===== src/rtl/reg_file_mp.sv =====
// Multi-ported register file with a per-register busy scoreboard for reservations.
// Define REG_FILE_MP_BYPASS_EN to forward same-cycle write data to the read ports.
module reg_file_mp #(
    parameter int NUM_REGS     = 32,
    parameter int DATA_WIDTH   = 32,
    parameter int NUM_RD_PORTS = 2,
    parameter int NUM_WR_PORTS = 2,
    localparam int AW          = $clog2(NUM_REGS)
) (
    input  logic                               clk,
    input  logic                               rst,
    input  logic [NUM_RD_PORTS*AW-1:0]         rd_addr_i,
    output logic [NUM_RD_PORTS*DATA_WIDTH-1:0] rd_data_o,
    output logic [NUM_RD_PORTS-1:0]            rd_busy_o,
    input  logic [NUM_WR_PORTS-1:0]            wr_en_i,
    input  logic [NUM_WR_PORTS*AW-1:0]         wr_addr_i,
    input  logic [NUM_WR_PORTS*DATA_WIDTH-1:0] wr_data_i,
    input  logic                               resv_en_i,
    input  logic [AW-1:0]                      resv_addr_i,
    output logic [NUM_REGS-1:0]                busy_vec_o
);

    logic [DATA_WIDTH-1:0] mem_q [NUM_REGS];
    logic [DATA_WIDTH-1:0] mem_d [NUM_REGS];
    logic [NUM_REGS-1:0]   busy_q;
    logic [NUM_REGS-1:0]   busy_d;

    logic [AW-1:0]         wr_addr [NUM_WR_PORTS];
    logic [DATA_WIDTH-1:0] wr_data [NUM_WR_PORTS];
    logic                  wr_live [NUM_WR_PORTS];
    logic [AW-1:0]         rd_addr [NUM_RD_PORTS];

    always_comb begin
        for (int k = 0; k < NUM_WR_PORTS; k++) begin
            wr_addr[k] = wr_addr_i[k*AW +: AW];
            wr_data[k] = wr_data_i[k*DATA_WIDTH +: DATA_WIDTH];
            wr_live[k] = wr_en_i[k] && (wr_addr_i[k*AW +: AW] != '0);
        end
        for (int j = 0; j < NUM_RD_PORTS; j++) begin
            rd_addr[j] = rd_addr_i[j*AW +: AW];
        end
    end

    // Ports are applied in ascending order so the highest-numbered port wins a collision;
    // the reservation is applied after the write clears so it wins on the same register.
    always_comb begin
        mem_d  = mem_q;
        busy_d = busy_q;
        for (int k = 0; k < NUM_WR_PORTS; k++) begin
            if (wr_live[k]) begin
                mem_d[wr_addr[k]]  = wr_data[k];
                busy_d[wr_addr[k]] = 1'b0;
            end
        end
        if (resv_en_i && (resv_addr_i != '0)) begin
            busy_d[resv_addr_i] = 1'b1;
        end
        mem_d[0]  = '0;
        busy_d[0] = 1'b0;
    end

    always_ff @(posedge clk) begin
        if (rst) begin
            for (int i = 0; i < NUM_REGS; i++) begin
                mem_q[i] <= '0;
            end
            busy_q <= '0;
        end else begin
            mem_q  <= mem_d;
            busy_q <= busy_d;
        end
    end

    always_comb begin
        rd_data_o = '0;
        rd_busy_o = '0;
        for (int j = 0; j < NUM_RD_PORTS; j++) begin
            rd_data_o[j*DATA_WIDTH +: DATA_WIDTH] = mem_q[rd_addr[j]];
            rd_busy_o[j]                          = busy_q[rd_addr[j]];
`ifdef REG_FILE_MP_BYPASS_EN
            for (int k = 0; k < NUM_WR_PORTS; k++) begin
                if (wr_live[k] && (wr_addr[k] == rd_addr[j])) begin
                    rd_data_o[j*DATA_WIDTH +: DATA_WIDTH] = wr_data[k];
                    rd_busy_o[j] = resv_en_i && (resv_addr_i == rd_addr[j]);
                end
            end
`endif
        end
    end

    assign busy_vec_o = busy_q;

endmodule


===== config.mk =====
export PLATFORM = sky130hd
export DESIGN_NAME = reg_file_mp
export DESIGN_NICKNAME = d
export VERILOG_FILES = /design/src/rtl/reg_file_mp.sv
export SDC_FILE = /design/constraint.sdc
export NUM_CORES = 2
export LEC_CHECK = 0
export ABC_CLOCK_PERIOD_IN_PS = 1500
export BUFFER_PORTS_ARGS = -buffer_cell sky130_fd_sc_hd__buf_4
export CAP_MARGIN = 40
export CORE_UTILIZATION = 45
export CTS_CLUSTER_DIAMETER = 60
export DETAILED_ROUTE_END_ITERATION = 10
export SLEW_MARGIN = 10
export SYNTH_ARGS = -nofsm -noshare
export SYNTH_HDL_FRONTEND = slang
export SYNTH_SLANG_ARGS = --single-unit
export TNS_END_PERCENT = 5

===== constraint.sdc =====
create_clock -name clk -period 1.5 [get_ports clk]
set_input_delay 0 -clock clk [delete_from_list [all_inputs] [get_ports clk]]
set_output_delay 0 -clock clk [all_outputs]
set_load 0.005 [all_outputs]

==> results.md <==
- Power Dens Cells: 908 nW/um2
- DIE AREA: 140,000 um2
- Crit path time final: 2530 ps
- Status: finished with violations
- Sequential area share after synthesis: 0.328
- WP data required: 1500 ps
- Post-synth top flop: dfxtp_1
- CTS Buf Count: 131
- Hold Vio Cnt, Final: 5
- Post-synth top cells: 1,034 x nor2_1, 1,023 x dfxtp_1, 644 x clkbuf_1
- First-pass GRT wire length: 414 mm
- Vias in the first global route: 61.1k
- Nets@finish: 7,239
- Synthesized area per cell: 9.00 um2
- Total of warnings raised by yosys: 0
- RSZ-0062 raised after global routing: yes
- Setup WS pre-CTS: -924 ps
- Final hold slack: -17.7 ps
- I/O Buffers: 190
- Pin count of the biggest net entering global routing: 90
- Min-Delay Path Class: input pin to register
- Failing checks: negative hold slack, negative setup slack
- Die span in x: 374 um
- Post-Syn Area: 62,400 um2
- P_leak: 30.2 nW
- Gr usage total: 0.393
- Final WS setup: -1030 ps
- Antenna violations before repair: 11
- Peak supply drop: 0.00136 V
- Clock Path Buffers: 3
- CTS tree: yes
- Clk_skew: 0 ps
- Worst EP arrival: 2530 ps
- CP Max Fanout: 3
- Latest clock arrival within the worst-skew pair: 780 ps
- DRT iter0 DRCs: 8,975
- Final setup viols: 69
- Synth area leader: dfxtp_1
- Drt total wl: 283 mm
- H-tree depth: 4
- Slew @ Worst Pin: 887 ps
- Register bit total from synthesis: 1,023
- DR vias/cell: 7.04
- Ratio of cells with drive above 1 in the final layout: 0.264
- Top post-synthesis cells by area: dfxtp_1 33%, mux4_2 14%, mux2i_1 9.8%
- GP Congestion: 0.978
- Post-DR wirelength/cell: 31.4 um
- Row count: 136
- Post-Syn Nets: 7,027
- CP Launch Type: register
- I/O pins: 192
- Post-route antenna net violation count: 0
- Clk slew on worst S/H paths: 60 ps
- Initial Util: 0.454
- Chip height: 374 um
- Max_cap viols: 0
- Remaining DRCs: 0
- Root Buffer: clkbuf_16
- Async set-reset flop share out of synthesis: 0
- Vias after detailed routing: 63.6k
- Post-synth top area share: 0.328
- Grt ovf: 0
- TritonRoute pass-1 iters: 6
- Tot Pwr: 0.0707 W
- Max-slew violation count: 0
- Most common cell in the netlist: nor2_1
- Cell variety after synth: 44
- Final core utilization: 0.566
- Period utilization: 1.69
- Cell count after synthesis: 6,933
- Crit Path Class: register to output pin
- Core area: 137,000 um2
- HPWL Detailed: 183 mm
- Worst setup EP type: output pin
- FMAX: 0.395 GHz
- Number of flops mapped to enable cells by yosys: 0
- Area grow syn2layout: 24.8%
- Max_slew headroom: 0.409
- CTS sink cnt: 1,023
-- placed cells by master (no fill, tap or decap), types with 28 or more instances in the layout --
| master | instances |
|---|---|
| a22o_1 | 190 |
| buf_6 | 35 |
| o31ai_2 | 28 |
| o21ai_0 | 128 |
| mux2i_1 | 611 |
| and2_1 | 67 |
| clkbuf_16 | 137 |
| nand2_2 | 34 |
| nand2_1 | 582 |
| nor2_1 | 1027 |
| nand3_1 | 452 |
| o31ai_4 | 28 |
| mux2_2 | 66 |
| dlygate4sd3_1 | 100 |
| a211oi_1 | 466 |
| dfxtp_1 | 932 |
| mux4_2 | 396 |
| dfxtp_2 | 90 |
| buf_4 | 645 |
| buf_12 | 254 |
| o22ai_1 | 66 |
| o21ai_1 | 29 |
| a311oi_1 | 576 |
-- metrics by stage --
step | instances | area [um2] | setup TNS (ps)
2_1_floorplan | 6933 | 62400 | 0
3_3_place_gp | 8704 | 71300 | -56960
3_5_place_dp | 8704 | 71300 | -68620
4_1_cts | 9028 | 77300 | -90380
5_1_grt | 9031 | 77800 | -61120
6_report | 9036 | 77900 | -59240
-- state kept, by name (all words and copies together), names as in the netlist --
signal	count
busy_vec_o	31
mem_q	992
-- power breakdown --
group	internal, W	switching [W]
sequential	0.0277	0.000420
clock	0.0196	0.0133
combinational	0.00371	0.00601
-- worst max-delay path, cell delays in order (launching register included) --
cell and delay, ps:
dfxtp_2 320, mux4_2 470, a22o_4 280, o21ai_4 350, o31ai_4 160, buf_4 170
-- metal layers --
layer	global-route usage	routed length (um)
met5	0	45
met1	0.516	107000
met3	0.109	38000
met2	0.575	121000
met4	0.228	17800
-- logic make-up (layout without fill, tap and decap cells) --
group,after synthesis,count (layout),share of synthesized area
and+or+nand+nor,2248,2248,0.151
DFF,1023,1023,0.328
AOI/OAI and AO/OA,1613,1613,0.201
other,1,8,0.0000601
buffers and inverters,973,1275,0.0670
muxes,1075,1075,0.253
-- cell type report --
| type | instances | area [um2] |
|---|---|---|
| inverters | 2 | 7.51 |
| clock buffers | 184 | 3820 |
| diodes | 7 | 17.5 |
| fillers | 11800 | 59600 |
| flip-flops and latches | 1023 | 20600 |
| well taps | 1794 | 2240 |
| repair buffers | 1050 | 11500 |
| clock inverters | 39 | 505 |
| multi-input cells | 4937 | 39100 |
-- worst paths after layout --
kind,startpoint,end,slack (ps),cells after the start
worst max-delay path,mem_q[19],rd_data_o[19],-1030,5
worst min-delay path,resv_addr_i[4],busy_vec_o[10],-20,6
worst max register to register,mem_q[575],mem_q[575],50,3
worst min register to register,mem_q[961],mem_q[961],490,2
-- what timing repair did --
action	CTS	global route
resized for setup	168	145
cloned	0	0
buffers inserted	0	2
hold endpoints to repair	1023	18
endpoints found under the setup margin	68	811
pin swaps	87	69
hold buffers	106	5
(Power assumes the default switching activity.)
